`config.mk`:
```
export PLATFORM = sky130hd
export DESIGN_NAME = spi_controller
export DESIGN_NICKNAME = d
export VERILOG_FILES = /design/src/rtl/spi_pkg.sv /design/src/rtl/spi_clkgen.sv /design/src/rtl/spi_controller.sv
export SDC_FILE = /design/constraint.sdc
export NUM_CORES = 1
export LEC_CHECK = 0
export CAP_MARGIN = 20
export CORE_UTILIZATION = 49
export CTS_BUF_LIST = sky130_fd_sc_hd__clkbuf_4 sky130_fd_sc_hd__clkbuf_8 sky130_fd_sc_hd__clkbuf_16
export CTS_CLUSTER_DIAMETER = 80
export DETAILED_ROUTE_END_ITERATION = 7
export PLACE_DENSITY = 0.76
export SLEW_MARGIN = 20
export SYNTH_ARGS = -nofsm -noshare
export SYNTH_HDL_FRONTEND = slang
export SYNTH_SLANG_ARGS = --single-unit
export TNS_END_PERCENT = 50
```
`constraint.sdc`:
```
create_clock -name clk -period 1.35 [get_ports clk]
set_input_delay 0.27 -clock clk [delete_from_list [all_inputs] [get_ports clk]]
set_output_delay 0.27 -clock clk [all_outputs]
set_load 0.05 [all_outputs]
```
`src/rtl/spi_pkg.sv`:
```
// Shared types for the SPI register-access controller: FSM states, the
// {CPOL,CPHA} mode struct with its four standard encodings, and an edge helper.
package spi_pkg;

  typedef enum logic [1:0] {
    ST_IDLE  = 2'd0,
    ST_SETUP = 2'd1,
    ST_SHIFT = 2'd2,
    ST_HOLD  = 2'd3
  } spi_state_e;

  typedef struct packed {
    logic cpol;
    logic cpha;
  } spi_mode_t;

  localparam spi_mode_t MODE0 = '{cpol: 1'b0, cpha: 1'b0};
  localparam spi_mode_t MODE1 = '{cpol: 1'b0, cpha: 1'b1};
  localparam spi_mode_t MODE2 = '{cpol: 1'b1, cpha: 1'b0};
  localparam spi_mode_t MODE3 = '{cpol: 1'b1, cpha: 1'b1};

  // Even edge count = leading edge; CPHA=0 samples on leading, CPHA=1 on trailing.
  function automatic logic is_sample_edge(input logic cpha, input logic edge_lsb);
    return (cpha == edge_lsb);
  endfunction

endpackage

```
`src/rtl/spi_clkgen.sv`:
```
// Half-period tick generator and SPI clock edge counter for spi_controller.
module spi_clkgen
  import spi_pkg::*;
#(
  parameter int CLK_DIV = 2,
  parameter int EDGE_W  = 5
) (
  input  logic              clk_i,
  input  logic              rstb_i,
  input  logic              en_i,
  input  logic              edge_en_i,
  output logic              tick_o,
  output logic [EDGE_W-1:0] edge_cnt_o
);

  localparam int DIV_W = (CLK_DIV > 1) ? $clog2(CLK_DIV) : 1;
  localparam logic [DIV_W-1:0] DIV_MAX = DIV_W'(CLK_DIV - 1);

  logic [DIV_W-1:0]  div_q, div_d;
  logic [EDGE_W-1:0] edge_q, edge_d;
  logic              tick_s;

  // Divider restarts from zero whenever the controller is idle.
  always_comb begin
    tick_s = en_i && (div_q == DIV_MAX);
    div_d  = div_q;
    edge_d = edge_q;
    if (!en_i || tick_s) begin
      div_d = {DIV_W{1'b0}};
    end else begin
      div_d = div_q + DIV_W'(1);
    end
    if (!edge_en_i) begin
      edge_d = {EDGE_W{1'b0}};
    end else if (tick_s) begin
      edge_d = edge_q + EDGE_W'(1);
    end else begin
      edge_d = edge_q;
    end
  end

  // Counter registers.
  always_ff @(posedge clk_i or negedge rstb_i) begin
    if (!rstb_i) begin
      div_q  <= {DIV_W{1'b0}};
      edge_q <= {EDGE_W{1'b0}};
    end else begin
      div_q  <= div_d;
      edge_q <= edge_d;
    end
  end

  assign tick_o     = tick_s;
  assign edge_cnt_o = edge_q;

endmodule

```
`src/rtl/spi_controller.sv`:
```
// SPI master issuing {wr_rdn, addr, data} register frames in any CPOL/CPHA mode.
// Define SPI_CTRL_LOOPBACK_EN to add a loopback input that samples spi_mosi instead of spi_miso.
module spi_controller
  import spi_pkg::*;
#(
  parameter int ADDR_W  = 4,
  parameter int REG_W   = 8,
  parameter int CLK_DIV = 2
) (
  input  logic              clk,
  input  logic              rstb,
  input  logic              ena,
  input  logic [1:0]        mode,
  input  logic              start,
  input  logic              wr_rdn,
  input  logic [ADDR_W-1:0] addr,
  input  logic [REG_W-1:0]  wdata,
`ifdef SPI_CTRL_LOOPBACK_EN
  input  logic              loopback,
`endif
  output logic [REG_W-1:0]  rdata,
  output logic              busy,
  output logic              done,
  output logic              spi_cs_n,
  output logic              spi_clk,
  output logic              spi_mosi,
  input  logic              spi_miso
);

  localparam int N      = 1 + ADDR_W + REG_W;
  localparam int EDGE_W = $clog2(2 * N + 1);
  localparam logic [EDGE_W-1:0] LAST_EDGE = EDGE_W'(2 * N - 1);

  spi_state_e        state_q, state_d;
  spi_mode_t         mode_q, mode_d;
  logic              wr_q, wr_d;
  logic [N-1:0]      tx_q, tx_d;
  logic [REG_W-1:0]  rx_q, rx_d;
  logic [REG_W-1:0]  rdata_q, rdata_d;
  logic              busy_q, busy_d;
  logic              done_q, done_d;
  logic              cs_n_q, cs_n_d;
  logic              sclk_q, sclk_d;
  logic              mosi_q, mosi_d;

  logic              tick_s;
  logic [EDGE_W-1:0] edge_cnt_s;
  logic              miso_s;
  logic              accept_s;
  logic [N-1:0]      frame_s;

  spi_clkgen #(
    .CLK_DIV (CLK_DIV),
    .EDGE_W  (EDGE_W)
  ) u_clkgen (
    .clk_i      (clk),
    .rstb_i     (rstb),
    .en_i       (state_q != ST_IDLE),
    .edge_en_i  (state_q == ST_SHIFT),
    .tick_o     (tick_s),
    .edge_cnt_o (edge_cnt_s)
  );

`ifdef SPI_CTRL_LOOPBACK_EN
  assign miso_s = loopback ? mosi_q : spi_miso;
`else
  assign miso_s = spi_miso;
`endif

  assign accept_s = start && ena && !busy_q;
  assign frame_s  = {wr_rdn, addr, (wr_rdn ? wdata : {REG_W{1'b0}})};

  // Next-state and output logic; mosi leads the first sample edge when CPHA=0.
  always_comb begin
    state_d = state_q;
    mode_d  = mode_q;
    wr_d    = wr_q;
    tx_d    = tx_q;
    rx_d    = rx_q;
    rdata_d = rdata_q;
    busy_d  = busy_q;
    done_d  = 1'b0;
    cs_n_d  = cs_n_q;
    sclk_d  = sclk_q;
    mosi_d  = mosi_q;
    case (state_q)
      ST_IDLE: begin
        sclk_d = mode[1];
        cs_n_d = 1'b1;
        mosi_d = 1'b0;
        busy_d = 1'b0;
        if (accept_s) begin
          state_d = ST_SETUP;
          mode_d  = spi_mode_t'(mode);
          wr_d    = wr_rdn;
          cs_n_d  = 1'b0;
          busy_d  = 1'b1;
          if (mode[0]) begin
            tx_d   = frame_s;
            mosi_d = 1'b0;
          end else begin
            tx_d   = {frame_s[N-2:0], 1'b0};
            mosi_d = frame_s[N-1];
          end
        end else begin
          state_d = ST_IDLE;
        end
      end
      ST_SETUP: begin
        if (tick_s) begin
          state_d = ST_SHIFT;
        end else begin
          state_d = ST_SETUP;
        end
      end
      ST_SHIFT: begin
        if (tick_s) begin
          sclk_d = ~sclk_q;
          if (is_sample_edge(mode_q.cpha, edge_cnt_s[0])) begin
            rx_d = {rx_q[REG_W-2:0], miso_s};
          end else begin
            mosi_d = tx_q[N-1];
            tx_d   = {tx_q[N-2:0], 1'b0};
          end
          if (edge_cnt_s == LAST_EDGE) begin
            state_d = ST_HOLD;
            sclk_d  = mode_q.cpol;
          end else begin
            state_d = ST_SHIFT;
          end
        end else begin
          state_d = ST_SHIFT;
        end
      end
      ST_HOLD: begin
        if (tick_s) begin
          state_d = ST_IDLE;
          cs_n_d  = 1'b1;
          mosi_d  = 1'b0;
          busy_d  = 1'b0;
          done_d  = 1'b1;
          sclk_d  = mode_q.cpol;
          if (!wr_q) begin
            rdata_d = rx_q;
          end else begin
            rdata_d = rdata_q;
          end
        end else begin
          state_d = ST_HOLD;
        end
      end
      default: begin
        state_d = ST_IDLE;
      end
    endcase
  end

  // Frame state and registered SPI/status outputs.
  always_ff @(posedge clk or negedge rstb) begin
    if (!rstb) begin
      state_q <= ST_IDLE;
      mode_q  <= MODE0;
      wr_q    <= 1'b0;
      tx_q    <= {N{1'b0}};
      rx_q    <= {REG_W{1'b0}};
      rdata_q <= {REG_W{1'b0}};
      busy_q  <= 1'b0;
      done_q  <= 1'b0;
      cs_n_q  <= 1'b1;
      sclk_q  <= 1'b0;
      mosi_q  <= 1'b0;
    end else begin
      state_q <= state_d;
      mode_q  <= mode_d;
      wr_q    <= wr_d;
      tx_q    <= tx_d;
      rx_q    <= rx_d;
      rdata_q <= rdata_d;
      busy_q  <= busy_d;
      done_q  <= done_d;
      cs_n_q  <= cs_n_d;
      sclk_q  <= sclk_d;
      mosi_q  <= mosi_d;
    end
  end

  assign rdata    = rdata_q;
  assign busy     = busy_q;
  assign done     = done_q;
  assign spi_cs_n = cs_n_q;
  assign spi_clk  = sclk_q;
  assign spi_mosi = mosi_q;

endmodule

```
==> flow_summary_export.csv <==
group,metric,value,unit
synthesis,synth_top_area_share,47.4,%
clocking,clock_sinks,45,
synthesis,async_flop_share,100,%
timing,grt_setup_unrepaired,"true",
floorplan,initial_core_util,52.3,%
synthesis,synth.top_cells.by_area,"dfrtp_1 (47%), mux2_2 (13%), mux2_4 (7.1%)",
synthesis,syn-num-nets,206,
route,vias,1702,
setup_path,critical_path_class,"reg -> reg",
global_route,grt_pass1_wl,8.81,mm
layout,antenna_cells,0,
place,dpl.hpwl,3.63,mm
floorplan,io_pins,33,
clocking,clkTransAtPathRegs,0.09,ns
timing,fin_crit_sh,112,%
global_route,antenna_found_initial,0,
power_and_ir_drop,total_power,7.61,mW
clocking,insertion_delay,0.31,ns
floorplan,core_area,0.00444,sq mm
timing,hold_viol_final,0,
timing,slew_headroom,79.5,%
global_route,grt_max_degree,25,
timing,setup_viol,35,
outcome,violations,"DRC, setup timing",
setup_path,crit_chain,"buf_4 -> o32ai_4 -> buf_12 -> buf_12 -> mux2i_1",
layout,num-fill-cells,277,
layout,layout_common_cells,"dfrtp_1 (40), buf_4 (31), mux2_2 (25)",
layout,fin_nets,273,
setup_path,slowest_stage,"dfrtp_2",
timing,fin_crit,1.51,ns
setup_path,arrival,1.74,ns
flow_run,cap_viol_max_count,0,
clocking,cts-root-buf,"clkbuf_8",
clocking,clk_path_buf_depth,2,
place,port_buffers,32,
layout,final_area,0.00333,sq mm
place,place_area,0.00304,sq mm
setup_path,max_stage_delay,0.49,ns
synthesis,yosys_warnings,0,
synthesis,synth.avg_cell_area,12.6,sq um
floorplan,fp.dieW,70.8,um
layout,final_common_cell,"dfrtp_1",
setup_path,critPathCaptureType,"register",
timing,max_freq,661,MHz
synthesis,netlist_area,0.00232,sq mm
synthesis,synth_enable_flop_cells,0,
layout,area_growth,43.3,%
layout,drive_gt1_share,47.6,%
global_route,grtUsageTotal,23.0,%
power_and_ir_drop,max-vdd-ir-drop,1270,uV
setup_path,crit_path_start_kind,"register",
synthesis,synthCells,184,
power_and_ir_drop,powerDensity,2290,mW/mm^2
place,gp_congestion,0.779,
route,drt-pass1-iter-count,6,
floorplan,num_rows,24,
timing,tightest_slew,0.307,ns
floorplan,die_area,0.00502,sq mm
route,wl_per_cell,17.7,um
setup_path,critical-path-top-delay-family,"flip-flops",
setup_path,crit_required,1.58,ns
global_route,grt.overflow.total,0,
min_path,hp-class,"in -> async",
timing,finClkSkew,0.00665,ns
route,drc_errors,8,
synthesis,yosys.cell_types.count,39,
timing,slew_violations,0,
synthesis,synth-main-ff-cell,"dfrtp_1",
outcome,outcome,"finished, violations left",
synthesis,ys_ff_latch,45,
clocking,htree_levels,2,
timing,finalSetupTns,-3.49,ns
synthesis,yosysTopAreaCell,"dfrtp_1",
global_route,grt_pass1_vias,1779,
power_and_ir_drop,p_leak,1.54,nW
clocking,cts_tree,"yes",
setup_path,cp_max_fo,10,
setup_path,path_buf_inv,3,
setup_path,crit_top_cell,"buf_12",
synthesis,seq_area_frac_synth,48.5,%
timing,layout_setup_ws,-0.164,ns
route,first_iter_violations,73,
route,wl,5.39,mm
clocking,numCtsBuffers,5,
route,viasPerCell,5.60,
route,drtAntennaViolNets,0,
floorplan,die_y,70.8,um
[stage by stage]
step / std cells / utilization (%) / hold slack [ns] / worst slack, ns
after floorplan: 184 / - / -0.0256 / -0.344
after global placement: 288 / 68.5 / 0.175 / -0.453
after detailed placement: 288 / 68.5 / 0.177 / -0.543
after CTS: 302 / 73.3 / 0.392 / -0.173
after global routing: 304 / 74.9 / 0.395 / -0.222
final: 304 / 74.9 / 0.375 / -0.164
[worst paths after layout]
path | start | to | slack [ns] | cells after the start
worst max register to register | state_q[1]$_DFF_PN0_ | tx_q[5]$_DFFE_PN0P_ | -0.16 | 5
max in group asynchronous | rstb | spi_cs_n$_DFFE_PN1P_ | 0.45 | 3
worst min register to register | mode_q[1]$_DFFE_PN0P_ | mode_q[1]$_DFFE_PN0P_ | 0.52 | 1
min in group clk | mode_q[1]$_DFFE_PN0P_ | mode_q[1]$_DFFE_PN0P_ | 0.52 | 1
worst max-delay path | state_q[1]$_DFF_PN0_ | tx_q[5]$_DFFE_PN0P_ | -0.16 | 5
worst min-delay path | rstb | rdata[3]$_DFFE_PN0P_ | 0.37 | 2
[cell usage after synthesis, types with 2 or more instances]
master,n
and2_1,2
nand4_1,3
and3b_1,8
a31oi_1,8
nand2_1,4
buf_2,7
inv_1,12
mux2i_1,11
xnor2_1,2
dfrtp_1,44
buf_6,4
nand2b_1,3
ha_1,2
xor2_1,3
nor2_1,6
a21oi_1,3
mux2_2,27
mux2_4,11
nand3b_1,3
o21ai_0,2
[metal layers]
layer  global-route usage [%]  wire [um]  share of wire [%]
met1                     27.9       2250                 42
met2                     39.5       2750                 51
met3                     5.13        231                4.3
met4                     10.2        155                2.9
met5                        0          0                  0
[sequential cells by signal (all words and copies together) (netlist names)]
signal	count
spi_mosi	1
u_clkgen.div_q	1
done	1
spi_cs_n	1
rdata	8
state_q	2
tx_q	13
rx_q	8
wr_q	1
busy	1
spi_clk	1
u_clkgen.edge_cnt_o	5
mode_q	2
[power by group]
part / internal [mW] / total (mW) / switching [mW]
clock: 0.570 / 1.04 / 0.469
combinational: 2.36 / 4.18 / 1.82
sequential: 1.89 / 2.39 / 0.498
[worst reg2reg max path, stage by stage, from the launching register on]
cell and delay (ns):
dfrtp_2 0.49, buf_4 0.17, o32ai_4 0.27, buf_12 0.17, buf_12 0.14, mux2i_1 0.20
[cell type report]
class | count | area [sq um] | share of cell area, %
Tap cell | 52 | 65.1 | 1.96
Clock inverter | 2 | 35.0 | 1.05
Inverter | 12 | 45.0 | 1.35
Timing Repair Buffer | 73 | 837 | 25.2
Multi-Input combinational cell | 114 | 1140 | 34.1
Clock buffer | 6 | 76.3 | 2.29
Sequential cell | 45 | 1130 | 34.0
[cell families (layout without fill, tap and decap cells)]
logic type | count (synthesis) | count (layout) | share of synthesized area [%]
AO/OA/AOI/OAI | 21 | 21 | 7.00
XOR/XNOR | 6 | 6 | 2.59
adder cells (fa/ha/maj) | 2 | 2 | 1.08
buffers and inverters | 25 | 93 | 5.76
flip-flops | 45 | 45 | 48.5
multiplexers | 49 | 49 | 24.9
AND/OR/NAND/NOR | 36 | 36 | 10.1
[timing repair]
action / 4_1_cts / 5_1_grt
hold buffers: 1 / 0
gates cloned: 0 / 0
gates resized for setup: 15 / 15
buffers inserted: 5 / 2
endpoints found under the hold margin: 11 / 0
pin swaps: 2 / 2
setup endpoints to repair: 39 / 40
(Power assumes the default switching activity.)
